===== config.mk =====
export PLATFORM = sky130hd
export DESIGN_NAME = lcd_responder
export DESIGN_NICKNAME = d
export VERILOG_FILES = /design/src/rtl/lcd_responder.sv
export SDC_FILE = /design/constraint.sdc
export NUM_CORES = 1
export LEC_CHECK = 0
export CAP_MARGIN = 10
export CORE_MARGIN = 2
export CORE_UTILIZATION = 50
export CTS_CLUSTER_SIZE = 14
export DETAILED_ROUTE_END_ITERATION = 12
export GPL_TIMING_DRIVEN = 1
export PLACE_DENSITY = 0.62
export SLEW_MARGIN = 0
export SYNTH_ARGS = -nofsm -noshare
export SYNTH_HDL_FRONTEND = slang
export SYNTH_SLANG_ARGS = --single-unit

===== constraint.sdc =====
create_clock -name clock -period 4.3 [get_ports clock]
set_clock_uncertainty 0.05 [all_clocks]
set_input_delay 0.86 -clock clock [delete_from_list [all_inputs] [get_ports clock]]
set_output_delay 0.86 -clock clock [all_outputs]
set_load 0.02 [all_outputs]

===== src/rtl/lcd_responder.sv =====
// HD44780-class 16x2 character-LCD responder: command decode, 80-byte DDRAM, cursor and busy timing.
// Optional macro LCD_PROTOCOL_CHECK_EN drops writes made inside the busy window and flags them.
module lcd_responder #(
    parameter int BUSY_CYCLES  = 2000,
    parameter int CLEAR_CYCLES = 82000
) (
    input  logic       clock,
    input  logic       reset,
    input  logic       lcd_on,
    input  logic       lcd_en,
    input  logic       lcd_rs,
    input  logic       lcd_rw,
    input  logic [7:0] lcd_data_in,
    output logic [7:0] lcd_data_out,
    output logic       lcd_data_oe,
    input  logic [6:0] dbg_addr,
    output logic [7:0] dbg_char,
    output logic [6:0] cursor_addr,
    output logic       display_on,
    output logic       busy,
    output logic       err_busy_write
);

    localparam int CNT_MAX = (CLEAR_CYCLES > BUSY_CYCLES) ? CLEAR_CYCLES : BUSY_CYCLES;
    localparam int CW = $clog2(CNT_MAX + 1);
    localparam logic [CW-1:0] BUSY_LOAD  = CW'(BUSY_CYCLES);
    localparam logic [CW-1:0] CLEAR_LOAD = CW'(CLEAR_CYCLES);
    localparam logic [6:0] LAST_INDEX = 7'd79;
    localparam logic [7:0] BLANK = 8'h20;

    typedef enum logic {ST_IDLE, ST_FILL} fill_state_t;

    fill_state_t   state;
    logic [6:0]    fill_idx;
    logic [CW-1:0] busy_cnt;
    logic          inc_mode;
    logic          en_q0, en_q1, rs_q0, rs_q1, rw_q0, rw_q1, on_q0, on_q1;
    logic [7:0]    data_q0, data_q1;
    logic [7:0]    ddram [0:79];

    logic fill_active, cnt_busy, fall, rd_strobe, wr_strobe, wr_blocked, wr_accept;

    // Line 1 (0x00-0x27) maps to entries 0-39, line 2 (0x40-0x67) to 40-79.
    function automatic logic [6:0] ddram_index(input logic [6:0] a);
        return a[6] ? (7'd40 + {1'b0, a[5:0]}) : {1'b0, a[5:0]};
    endfunction

    function automatic logic addr_valid(input logic [6:0] a);
        return a[5:0] < 6'd40;
    endfunction

    function automatic logic [6:0] addr_step(input logic [6:0] a, input logic inc);
        if (inc) begin
            if (a == 7'h27) return 7'h40;
            if (a == 7'h67) return 7'h00;
            return a + 7'd1;
        end
        if (a == 7'h00) return 7'h67;
        if (a == 7'h40) return 7'h27;
        return a - 7'd1;
    endfunction

    assign fill_active = (state == ST_FILL);
    assign cnt_busy    = (busy_cnt != '0);
    assign busy        = fill_active | cnt_busy;
    assign fall        = en_q1 & ~en_q0 & on_q1;
    assign rd_strobe   = fall & rw_q1;
    assign wr_strobe   = fall & ~rw_q1;
    assign wr_accept   = wr_strobe & ~wr_blocked;

`ifdef LCD_PROTOCOL_CHECK_EN
    assign wr_blocked = fill_active | cnt_busy;

    always_ff @(posedge clock or posedge reset) begin
        if (reset) begin
            err_busy_write <= 1'b0;
        end else if (wr_strobe && cnt_busy) begin
            err_busy_write <= 1'b1;
        end
    end
`else
    assign wr_blocked     = fill_active;
    assign err_busy_write = 1'b0;
`endif

    assign lcd_data_oe = lcd_on & en_q0 & rw_q0;

    always_comb begin
        lcd_data_out = 8'h00;
        if (lcd_data_oe) begin
            lcd_data_out = rs_q0 ? ddram[ddram_index(cursor_addr)] : {busy, cursor_addr};
        end
    end

    always_comb begin
        dbg_char = 8'h00;
        if (addr_valid(dbg_addr)) begin
            dbg_char = ddram[ddram_index(dbg_addr)];
        end
    end

    // Storage has no reset; the fill sequence started by reset blanks it.
    always_ff @(posedge clock) begin
        if (fill_active) begin
            ddram[fill_idx] <= BLANK;
        end else if (wr_accept && rs_q1) begin
            ddram[ddram_index(cursor_addr)] <= data_q1;
        end
    end

    always_ff @(posedge clock or posedge reset) begin
        if (reset) begin
            en_q0       <= 1'b0;
            en_q1       <= 1'b0;
            rs_q0       <= 1'b0;
            rs_q1       <= 1'b0;
            rw_q0       <= 1'b0;
            rw_q1       <= 1'b0;
            on_q0       <= 1'b0;
            on_q1       <= 1'b0;
            data_q0     <= 8'h00;
            data_q1     <= 8'h00;
            state       <= ST_FILL;
            fill_idx    <= 7'd0;
            busy_cnt    <= '0;
            cursor_addr <= 7'h00;
            inc_mode    <= 1'b1;
            display_on  <= 1'b0;
        end else begin
            en_q0   <= lcd_en;
            en_q1   <= en_q0;
            rs_q0   <= lcd_rs;
            rs_q1   <= rs_q0;
            rw_q0   <= lcd_rw;
            rw_q1   <= rw_q0;
            on_q0   <= lcd_on;
            on_q1   <= on_q0;
            data_q0 <= lcd_data_in;
            data_q1 <= data_q0;

            if (state == ST_FILL) begin
                fill_idx <= fill_idx + 7'd1;
                if (fill_idx == LAST_INDEX) state <= ST_IDLE;
            end
            if (cnt_busy) busy_cnt <= busy_cnt - CW'(1);

            if (rd_strobe && rs_q1) cursor_addr <= addr_step(cursor_addr, inc_mode);

            if (wr_accept) begin
                if (rs_q1) begin
                    cursor_addr <= addr_step(cursor_addr, inc_mode);
                    busy_cnt    <= BUSY_LOAD;
                end else begin
                    casez (data_q1)
                        8'b1???????: begin
                            cursor_addr <= addr_valid(data_q1[6:0]) ? data_q1[6:0] : 7'h00;
                            busy_cnt    <= BUSY_LOAD;
                        end
                        8'b01??????, 8'b001?????, 8'b0001????: busy_cnt <= BUSY_LOAD;
                        8'b00001???: begin
                            display_on <= data_q1[2];
                            busy_cnt   <= BUSY_LOAD;
                        end
                        8'b000001??: begin
                            inc_mode <= data_q1[1];
                            busy_cnt <= BUSY_LOAD;
                        end
                        8'b0000001?: begin
                            cursor_addr <= 7'h00;
                            busy_cnt    <= CLEAR_LOAD;
                        end
                        8'b00000001: begin
                            cursor_addr <= 7'h00;
                            inc_mode    <= 1'b1;
                            busy_cnt    <= CLEAR_LOAD;
                            state       <= ST_FILL;
                            fill_idx    <= 7'd0;
                        end
                        default: ;
                    endcase
                end
            end
        end
    end

endmodule

Word-level counts from Yosys, hierarchy flattened
Memories as Yosys holds them, arrays and structs flattened. Cells that the tools add are included.

Flip-flop bits (word level): 58. Bits in writable memories: 640. Input port bits: 21. Output and inout bits: 27. Word-level logic and storage cells: 142. Memories: 1.

Memories: ddram (depth 80, width 8, read ports 2, clocked after Yosys merged registers in 0, wr ports 1, RTL line 39) `logic [7:0] ddram [0:79];`.

Add/subtract/negate cells: 6. Magnitude comparators: 2. Equality and inequality tests: 11. Multiplexer cells: 84. Bitwise gates (word level): 12. Reductions and logical operators: 10.

Operators with widths (number): 2-to-1 mux 7 bit (32); 2-to-1 mux 17 bit (3); 2-to-1 mux 1 bit (42); one-hot mux 17 bit (2 select lines) (1); 2-to-1 mux 8 bit (4); == test 7 bit, second input constant (3); nonzero test 17 bit (1); subtractor 17 x 1 -> 17 bit, second input constant (1); adder 6 x 6 -> 7 bit, first input constant (2); adder 7 x 1 -> 7 bit, second input constant (2); one-hot mux 7 bit (2 select lines) (1); < comparator 6 bit, second input constant (2); == test 8 x 1 -> 1 bit, second input constant (1); OR reduction 8 bit (1); bitwise AND 1 bit (7); == test 7 x 1 -> 1 bit, second input constant (1); == test 7 x 6 -> 1 bit, second input constant (1); logical NOT 7 bit (1); subtractor 7 x 1 -> 7 bit, second input constant (1); == test 6 x 1 -> 1 bit, second input constant (1); AND reduction 3 bit (2); OR reduction 6 bit (1); == test 5 x 1 -> 1 bit, second input constant (1); == test 4 x 1 -> 1 bit, second input constant (1); other kinds (8) (12).

Longest topological paths before layout
Gate-level depths: netlist of the first run.

Depth after elaboration: 21. Mapped depth: 13. Depth with buffers taken out: 8.

Worst setup path before layout of the first run
No wires, ideal clock.

Path type: input port to output port. From: input port dbg_addr[0]. To: output port dbg_char[2]. Arrival: 2.923 ns. Path slack: 0.467 ns. Stages: 7. Path through: buf_2 > buf_2 > buf_2 > mux4_2 > mux4_2 > o21ai_0 > a31oi_1.

Word-level cells in the longest chain between the ends: 4. Elaborated cells between the ends (all ways): 5. Those cells by class: add/sub: 1; order compare: 1; mux: 2; memory: 1.

Ends and longest elaborated chain: start, declared (RTL line 16) `input logic [6:0] dbg_addr,`; adder 6 x 6 -> 7 bit (RTL line 45) `return a[6] ? (7'd40 + {1'b0, a[5:0]}) : {1'b0, a[5:0]};`; 2-to-1 mux 7 bit (RTL line 45); memory read (80 x 8 bit); 2-to-1 mux 8 bit (*) (RTL line 97) `if (addr_valid(dbg_addr)) begin`; end, declared (RTL line 17) `output logic [7:0] dbg_char,`.

Every way passes the cells marked *; elsewhere a longest branch is shown, timed or not.

Worst setup path after layout of the first run
From: register cursor_addr[0]. To: output port lcd_data_out[6].

Word-level cells in the longest chain between the ends: 5.

Ends and longest elaborated chain: start, declared (RTL line 18) `output logic [6:0] cursor_addr,`; start signal, assigned (RTL line 147) `if (rd_strobe && rs_q1) cursor_addr <= addr_step(cursor_addr, inc_mode);`; start signal, assigned (RTL line 151) `cursor_addr <= addr_step(cursor_addr, inc_mode);`; start signal, assigned (RTL line 156) `cursor_addr <= addr_valid(data_q1[6:0]) ? data_q1[6:0] : 7'h00;`; adder 6 x 6 -> 7 bit (RTL line 45); 2-to-1 mux 7 bit (*) (RTL line 45); memory read (80 x 8 bit) (*); 2-to-1 mux 8 bit (*) (RTL line 91) `lcd_data_out = rs_q0 ? ddram[ddram_index(cursor_addr)] : {busy, cursor_addr};`; 2-to-1 mux 8 bit (*) (RTL line 90) `if (lcd_data_oe) begin`; end, declared (RTL line 14) `output logic [7:0] lcd_data_out,`.

Marked as above.

==> flow_metrics.py, run 1 <==
metrics = {
    "status": {
        "status": "complete, but fails checks",
        "violations": "negative setup slack",
    },
    "worst_setup_path": {
        "crit_path_end_kind": "primary output",
        "critical_path_class": "flop to primary output",
        "arrival_ns": 3.41,
        "required_ns": 3.39,
        "crit_fanout": 9,
        "startpoint_type": "flop",
    },
    "logic_synthesis": {
        "ys_ff_latch": 698,
        "synth_cell_types": 74,
        "syn-num-nets": 1919,
        "async_reset_ff_share_pct": 8.31,
        "synth_edf_count": 640,
        "netlist_area_um2": 33600,
        "yosys_warnings": 0,
        "synth-main-ff-cell": "edfxtp_1",
        "avgSynthCellArea_um2": 17.8,
        "synthCells": 1889,
        "ys_seq_area_share_pct": 61.6,
    },
    "clock_network": {
        "cts_root_buf": "clkbuf_16",
        "cts_buffer_depth": 3,
        "cts_buffers": 75,
        "cts_hold_buf": 0,
        "clock_sinks": 698,
        "cts_tree": "built",
        "clkTransAtPathRegs_ns": 0.06,
        "clk_latency_ns": 0.62,
        "htree_levels": 3,
    },
    "global_routing": {
        "grt_pass1_vias": 20600,
        "grt_overflow": 0,
        "grt_usage_pct": 28.5,
        "grt_pass1_wl_mm": 143,
        "grt_max_degree": 81,
        "antenna_found_initial": 1,
    },
    "sta": {
        "max_slew_margin_pct": 24.0,
        "maxSlewViolCount": 0,
        "max_freq_mhz": 231,
        "tightestPinTransition_ns": 1.14,
        "rsz0062_at_grt": "true",
        "setup_violations": 1,
        "whs_ns": 0.296,
        "fin_crit_ns": 4.32,
        "finalCritPeriodShare_pct": 101,
        "fin_ws_ns": -0.0232,
        "hold_viol": 0,
    },
    "route": {
        "wl_per_cell_um": 31.7,
        "finalWirelength_mm": 98.1,
        "via_per_inst": 6.59,
        "drt_first_iter_violations": 2264,
        "dr.pass1.iters": 6,
        "num_vias": 20400,
        "final_antenna_net_count": 0,
        "drcViolationCount": 0,
    },
    "min_path": {
        "hold_path_class": "flop to flop",
    },
    "flow_run": {
        "drv_cap": 0,
    },
    "power": {
        "power_density_nw_per_um2": 481,
        "leakage_nw": 13.8,
        "ir_drop_uv": 367,
    },
    "floorplanning": {
        "die_h_um": 263,
        "die_w_um": 263,
        "floorplan.die_area_um2": 69200,
        "floorplan.initialDensity_pct": 50.8,
        "fp-row-count": 94,
        "ios": 48,
        "core_area_um2": 66100,
    },
    "final_layout": {
        "final_common_cell": "edfxtp_1",
        "layout-drive-gt1-share_pct": 38.3,
        "nets": 2197,
        "diodes": 0,
        "layout_common_cells": "edfxtp_1 (640), mux4_2 (333), buf_4 (225), nor2_1 (128), mux2i_1 (82)",
        "syn_to_final_growth_pct": 19.9,
        "final_design_area_no_fill_um2": 40200,
    },
    "placement": {
        "gp_congestion": 0.944,
        "dpl.hpwl_mm": 67.9,
        "place_area_um2": 36800,
        "io_buffers": 46,
        "place_ws_ns": -0.642,
    },
}
[final timing paths]
kind | start | to | slack [ns] | cells after the start
max | cursor_addr[0] | lcd_data_out[6] | -0.02 | 9
min in group asynchronous | reset | data_q1[5] | 0.66 | 2
min | data_q0[1] | data_q1[1] | 0.30 | 0
max reg2reg | rs_q1 | ddram[68][7] | 0.67 | 5
max in group asynchronous | reset | fill_active | 2.69 | 3
min reg2reg | data_q0[1] | data_q1[1] | 0.30 | 0
[state kept, by name, summed over array words and instances, names as in the netlist, 7 cells and up]
register	flops
fill_idx	7
data_q1	8
busy_cnt	17
ddram	640
cursor_addr	7
data_q0	8
[cells by family (layout without fill, tap and decap cells)]
kind of cell | count (synthesis) | after routing | share of synthesized area [%]
flip-flops | 698 | 698 | 61.6
adder cells (fa/ha/maj) | 9 | 9 | 0.336
AND/OR/NAND/NOR | 343 | 343 | 4.96
other | 1 | 1 | 0.0112
XOR/XNOR | 28 | 28 | 0.787
buffers and inverters | 159 | 496 | 2.45
AO/OA/AOI/OAI | 215 | 215 | 4.23
multiplexers | 436 | 436 | 25.6
[stage by stage]
| stage | power (mW) | setup TNS, ns | instances | util (%) |
|---|---|---|---|---|
| 2_1_floorplan | 10.4 | 0 | 1889 | - |
| 3_3_place_gp | 12.4 | -4.79 | 2924 | 55.7 |
| 3_5_place_dp | 12.4 | -4.85 | 2924 | 55.7 |
| 4_1_cts | 19.3 | -0.205 | 3091 | 60.7 |
| 5_1_grt | 19.9 | -0.163 | 3090 | 60.9 |
| 6_report | 19.4 | -0.0232 | 3090 | 60.9 |
[area by class of cell]
| cell class | instances | area (um2) |
|---|---|---|
| repair buffers | 333 | 3410 |
| multi-input cells | 1032 | 12500 |
| clock inverters | 39 | 397 |
| clock buffers | 97 | 2040 |
| inverters | 27 | 101 |
| flip-flops and latches | 698 | 20700 |
| fillers | 4835 | 25900 |
| well taps | 864 | 1080 |
[synthesized netlist by cell type, drive strengths merged, types with 22 or more instances]
master	number	area, um2
a21oi	34	170
nand2b	22	138
clkbuf	55	206
nor3	24	120
o21ai	53	265
mux4	335	7570
mux2i	88	881
buf	77	516
edfxtp	640	19200
nor2	130	488
inv	27	101
nand2	59	221
dfrtp	56	1400
o22ai	23	144
[report_power, final]
part	internal (mW)	switching [mW]	leakage (nW)
clock	3.83	2.63	1.19
sequential	7.41	0.108	6.65
combinational	2.56	2.81	5.99
total	13.8	5.55	13.8
[critical path: stages (launching register included)]
cell and delay [ns]:
dfrtp_4 0.49, buf_12 0.18, bufbuf_16 0.29, buf_12 0.14, mux4_2 0.50, mux4_2 0.57, o21ai_1 0.12, and4_4 0.26
nor3_1 0.06, buf_2 0.16
[metal layers]
| metal | routed length [um] | track usage [%] |
|---|---|---|
| met4 | 3050 | 9.81 |
| met2 | 47000 | 45.3 |
| met1 | 40200 | 40.6 |
| met3 | 7810 | 4.83 |
| met5 | 0 | 0 |
[repair_timing]
item,in CTS,in global routing
cloned,6,1
gates resized for setup,190,44
setup buffers,27,1
pin swaps,17,7
endpoints found under the hold margin,0,0
setup endpoints to repair,16,17
Note: power is estimated with default switching activity, not from simulation.
==> inputs of run 2 (changes only) <==
--- a/config.mk
+++ b/config.mk
@@ -10,9 +10,10 @@
 export CORE_UTILIZATION = 50
 export CTS_CLUSTER_SIZE = 14
 export DETAILED_ROUTE_END_ITERATION = 12
-export GPL_TIMING_DRIVEN = 1
+export GPL_ROUTABILITY_DRIVEN = 0
 export PLACE_DENSITY = 0.62
 export SLEW_MARGIN = 0
 export SYNTH_ARGS = -nofsm -noshare
 export SYNTH_HDL_FRONTEND = slang
 export SYNTH_SLANG_ARGS = --single-unit
+export TNS_END_PERCENT = 10
==> flow_metrics.py, run 2 (synthesis gave the netlist of run 1 again) <==
metrics = {
    "route": {
        "via_per_inst": 6.61,
        "final_antenna_net_count": 0,
        "wl_per_cell_um": 31.6,
        "dr.pass1.iters": 7,
        "drt_first_iter_violations": 2556,
        "num_vias": 20500,
        "finalWirelength_mm": 98.3,
        "drcViolationCount": 0,
    },
    "power": {
        "leakage_nw": 13.8,
        "p_switching_mw": 5.57,
        "power_density_nw_per_um2": 481,
        "internal_power_mw": 13.8,
        "ir_drop_uv": 326,
        "switching_share_pct": 28.7,
        "p_comb_share_pct": 26.7,
        "seqPwrFrac_pct": 38.9,
        "power_mw": 19.4,
        "pwr-share-clk_pct": 34.3,
    },
    "global_routing": {
        "grt_overflow": 0,
        "grt_usage_pct": 28.7,
        "grt_max_degree": 81,
        "antenna_found_initial": 3,
        "grt_pass1_vias": 20700,
        "grt_pass1_wl_mm": 144,
    },
    "clock_network": {
        "clock_sinks": 698,
        "cts_buffers": 77,
        "cts_root_buf": "clkbuf_16",
        "clk_latency_ns": 0.61,
        "htree_levels": 3,
        "clkTransAtPathRegs_ns": 0.06,
        "cts_buffer_depth": 3,
        "cts_tree": "built",
    },
    "worst_setup_path": {
        "crit_chain": "clkdlybuf4s50_1 -> buf_6 -> xor2_4 -> buf_12 -> bufbuf_16 -> buf_6 -> mux2i_4 -> o22ai_2 -> buf_4 -> a311oi_1 -> a31oi_2 -> buf_2",
        "rr_worst_depth": 5,
        "timing.critical_path.mode_cell": "buf_6",
        "path_depth": 12,
        "crit_path_end_kind": "primary output",
        "reg2reg_to": "ddram[2][2]",
        "required_ns": 3.39,
        "cp_top_family": "buffers and inverters",
        "critPathMaxStageDelay_ns": 0.47,
        "cp_slowest_cell": "clkdlybuf4s50_1",
        "rrSetupSlack_ns": 0.77,
        "crit_buf_inv": 7,
        "startpoint_type": "primary input",
        "crit_fanout": 5,
        "arrival_ns": 3.47,
        "reg2reg_from": "rs_q1",
        "critical_path_class": "primary input to primary output",
    },
    "floorplanning": {
        "fp-row-count": 94,
        "floorplan.initialDensity_pct": 50.8,
        "core_area_um2": 66100,
        "die_h_um": 263,
        "ios": 48,
        "floorplan.die_area_um2": 69200,
        "die_w_um": 263,
    },
    "final_layout": {
        "layout_common_cells": "edfxtp_1 (640), mux4_2 (332), buf_4 (245), nor2_1 (128), clkbuf_16 (81)",
        "final_core_util_pct": 61.0,
        "final_design_area_no_fill_um2": 40300,
        "layout-drive-gt1-share_pct": 39.3,
        "fillers": 4759,
        "largest_register_ffs": 640,
        "largest-register": "ddram",
        "final_common_cell": "edfxtp_1",
        "multi_input_area_um2": 12600,
        "syn_to_final_growth_pct": 20.2,
        "nets": 2213,
        "diodes": 0,
        "top_regs": "ddram x640, busy_cnt x17",
        "final-seq-area_um2": 20700,
    },
    "placement": {
        "io_buffers": 46,
        "place_area_um2": 36900,
        "place_ws_ns": -0.601,
        "dpl.hpwl_mm": 68.9,
    },
    "sta": {
        "setup_violations": 11,
        "tightestPinTransition_ns": 1.01,
        "rsz0062_at_grt": "true",
        "maxSlewViolCount": 0,
        "max_slew_margin_pct": 32.7,
        "finalCritPeriodShare_pct": 102,
        "fin_ws_ns": -0.0795,
        "hold_viol": 0,
        "tns_ns": -0.324,
        "max_freq_mhz": 228,
        "fin_crit_ns": 4.38,
    },
    "min_path": {
        "hold_path_class": "flop to flop",
        "worstHoldPathCells": 0,
        "holdPathEnd": "data_q1[1]",
        "hold_start": "data_q0[1]",
    },
    "status": {
        "violations": "negative setup slack",
        "status": "complete, but fails checks",
    },
    "flow_run": {
        "drv_cap": 0,
    },
}
-- run 2: worst max path at each step --
stage / to / start / slack, ns
2_1_floorplan: dbg_char[2] / dbg_addr[0] / 0.47
3_3_place_gp: dbg_char[6] / dbg_addr[3] / -0.60
3_5_place_dp: dbg_char[6] / dbg_addr[3] / -0.60
4_1_cts: lcd_data_out[5] / cursor_addr[0] / -0.10
5_1_grt: dbg_char[3] / dbg_addr[6] / -0.10
6_report: dbg_char[0] / dbg_addr[6] / -0.08
-- run 2: final cells by class --
class,count,area share (%)
well taps,864,2.68
repair buffers,347,8.31
clock buffers,98,5.26
flip-flops and latches,698,51.3
multi-input cells,1032,31.2
inverters,27,0.251
clock inverters,42,1.06
-- run 2: metrics by stage --
| step | hold WS [ns] | std cells |
|---|---|---|
| 6_report | 0.298 | 3108 |
| 5_1_grt | 0.303 | 3108 |
| 4_1_cts | 0.299 | 3093 |
| 3_5_place_dp | 0.286 | 2936 |
| 3_3_place_gp | 0.283 | 2936 |
| 2_1_floorplan | 0.281 | 1889 |
-- run 2: power groups by stage --
stage	clock, mW	combinational [mW]	sequential [mW]
after floorplan	0	2.78	7.63
after global placement	0	4.67	7.68
after detailed placement	0	4.68	7.69
after CTS	6.73	5.03	7.55
after global routing	7.01	5.39	7.56
final	6.65	5.18	7.55
-- run 2: routing by layer --
metal	up-vias	track usage (%)	part of all wire (%)
met5	-	0	0
met4	0	11.0	3.7
met3	183	5.68	9.1
met2	1037	45.0	48
met1	10800	40.1	39
li1	8471	-	-
-- run 2: repair_timing --
action | 4_1_cts | 5_1_grt
setup endpoints to repair | 16 | 17
hold buffers | 0 | 0
setup buffers | 16 | 16
resized for setup | 186 | 51
pin swaps | 17 | 15
cloned | 3 | 0
==> inputs of run 3 (changes only) <==
--- a/config.mk
+++ b/config.mk
@@ -12,6 +12,7 @@
 export DETAILED_ROUTE_END_ITERATION = 12
 export GPL_ROUTABILITY_DRIVEN = 0
 export PLACE_DENSITY = 0.62
+export RECOVER_POWER = 50
 export SLEW_MARGIN = 0
 export SYNTH_ARGS = -nofsm -noshare
 export SYNTH_HDL_FRONTEND = slang
==> constraint.sdc (replaced) <==
create_clock -name clock -period 5.7 [get_ports clock]
set_clock_uncertainty 0.05 [all_clocks]
set_input_delay 1.14 -clock clock [delete_from_list [all_inputs] [get_ports clock]]
set_output_delay 1.14 -clock clock [all_outputs]
set_load 0.02 [all_outputs]
==> flow_metrics.py, run 3 (synthesis gave the netlist of run 1 again) <==
metrics = {
    "final_layout": {
        "final_common_cell": "edfxtp_1",
        "top_regs": "ddram x640, busy_cnt x17",
        "fillers": 5003,
        "layout_common_cells": "edfxtp_1 (640), mux4_2 (329), nor2_1 (130), mux2i_1 (88), buf_4 (86)",
        "largest_register_ffs": 640,
        "syn_to_final_growth_pct": 12.5,
        "nets": 2019,
        "largest-register": "ddram",
        "diodes": 0,
        "layout-drive-gt1-share_pct": 28.4,
    },
    "floorplanning": {
        "die_w_um": 263,
        "ios": 48,
        "floorplan.die_area_um2": 69200,
        "core_area_um2": 66100,
        "floorplan.initialDensity_pct": 50.8,
        "die_h_um": 263,
        "fp-row-count": 94,
    },
    "power": {
        "ir_drop_uv": 225,
        "leakage_nw": 12.5,
        "power_density_nw_per_um2": 366,
    },
    "clock_network": {
        "cts_tree": "built",
        "clk_latency_ns": 0.62,
        "cts_root_buf": "clkbuf_16",
        "cts_hold_buf": 0,
        "clock_sinks": 698,
        "clkTransAtPathRegs_ns": 0.05,
        "htree_levels": 3,
        "cts_buffers": 75,
        "cts_buffer_depth": 3,
    },
    "status": {
        "violations": "max-capacitance violations, max-slew violations",
        "status": "complete, but fails checks",
    },
    "worst_setup_path": {
        "startpoint_type": "primary input",
        "required_ns": 4.51,
        "arrival_ns": 4.44,
        "crit_fanout": 7,
        "crit_path_end_kind": "primary output",
        "critical_path_class": "primary input to primary output",
    },
    "route": {
        "drcViolationCount": 0,
        "via_per_inst": 6.82,
        "drt_first_iter_violations": 2310,
        "final_antenna_net_count": 0,
        "num_vias": 19800,
        "wl_per_cell_um": 32.8,
        "dr.pass1.iters": 5,
        "finalWirelength_mm": 95.2,
    },
    "sta": {
        "setup_violations": 0,
        "max_freq_mhz": 177,
        "whs_ns": 0.298,
        "tns_ns": 0,
        "max_slew_margin_pct": -138,
        "tightestPinTransition_ns": 3.57,
        "maxSlewViolCount": 413,
        "hold_viol": 0,
        "rsz0062_at_grt": "false",
        "fin_crit_ns": 5.63,
        "finalCritPeriodShare_pct": 98.9,
    },
    "global_routing": {
        "antenna_found_initial": 2,
        "grt_overflow": 0,
        "grt_pass1_vias": 19800,
        "grt_pass1_wl_mm": 139,
        "grt_usage_pct": 27.7,
        "grt_max_degree": 81,
    },
    "placement": {
        "io_buffers": 46,
        "dpl.hpwl_mm": 63.5,
    },
    "flow_run": {
        "drv_cap": 8,
    },
    "min_path": {
        "hold_path_class": "flop to flop",
    },
}
run 3: changes by cell type in the layout (fill, tap and decap cells not counted), sizes merged:
cell | previous run | this run
bufbuf | 2 | 0
clkbuf | 101 | 104
clkinv | 27 | 24
inv | 32 | 28
buf | 315 | 102
dlygate4sd2 | 1 | 0
bufinv | 7 | 5
dlygate4sd3 | 0 | 17
clkinvlp | 3 | 2
run 3: per-layer routing:
layer	track usage, %	wire (um)
met3	4.66	7550
met1	39.8	38900
met5	0	25
met2	42.9	44900
met4	10.9	3750
run 3: final timing paths:
path	from	endpoint	slack, ns	cells past startpoint
worst max register to register	fill_active	ddram[43][2]	0.59	4
worst min register to register	on_q0	on_q1	0.30	0
max in group asynchronous	reset	cursor_addr[2]	1.78	3
worst min-delay path	on_q0	on_q1	0.30	0
worst max-delay path	dbg_addr[3]	dbg_char[5]	0.07	8
min in group asynchronous	reset	busy_cnt[4]	1.01	2
run 3: timing repair:
action	4_1_cts	5_1_grt
buffers inserted	6	0
setup endpoints to repair	2	8
gates resized for setup	1	6
pin swaps	1	0
run 3: worst max-delay path: stages:
cell             delay [ns]
clkdlybuf4s50_1        0.56
ha_1                   0.43
inv_1                  0.07
o32ai_1                0.38
nor2b_1                0.54
a311oi_1               0.18
a31oi_1                0.43
clkdlybuf4s50_1        0.70
run 3: cell type report:
| class | instances | area [um2] | share of cell area, % |
|---|---|---|---|
| well taps | 864 | 1080 | 2.86 |
| clock inverters | 32 | 299 | 0.792 |
| repair buffers | 155 | 1450 | 3.83 |
| multi-input cells | 1032 | 12100 | 32.1 |
| flip-flops and latches | 698 | 20700 | 54.8 |
| inverters | 27 | 101 | 0.268 |
| clock buffers | 94 | 2030 | 5.38 |
run 3: metrics by stage:
step / util (%) / cell area, um2 / std cells / total power [mW] / setup slack (ns)
floorplan: - / 33600 / 1889 / 7.85 / 1.31
global placement: 53.5 / 35400 / 2770 / 9.06 / 0.213
detailed placement: 53.5 / 35400 / 2770 / 9.08 / 0.209
CTS: 57.1 / 37800 / 2902 / 13.8 / 0.108
global route: 57.1 / 37700 / 2902 / 14.2 / 0.0130
finish: 57.1 / 37700 / 2902 / 13.8 / 0.0653
run 3: power by group:
group / switching (mW) / total, mW / internal, mW
Sequential: 0.160 / 5.75 / 5.59
Combinational: 1.84 / 3.34 / 1.51
Clock: 1.99 / 4.73 / 2.74
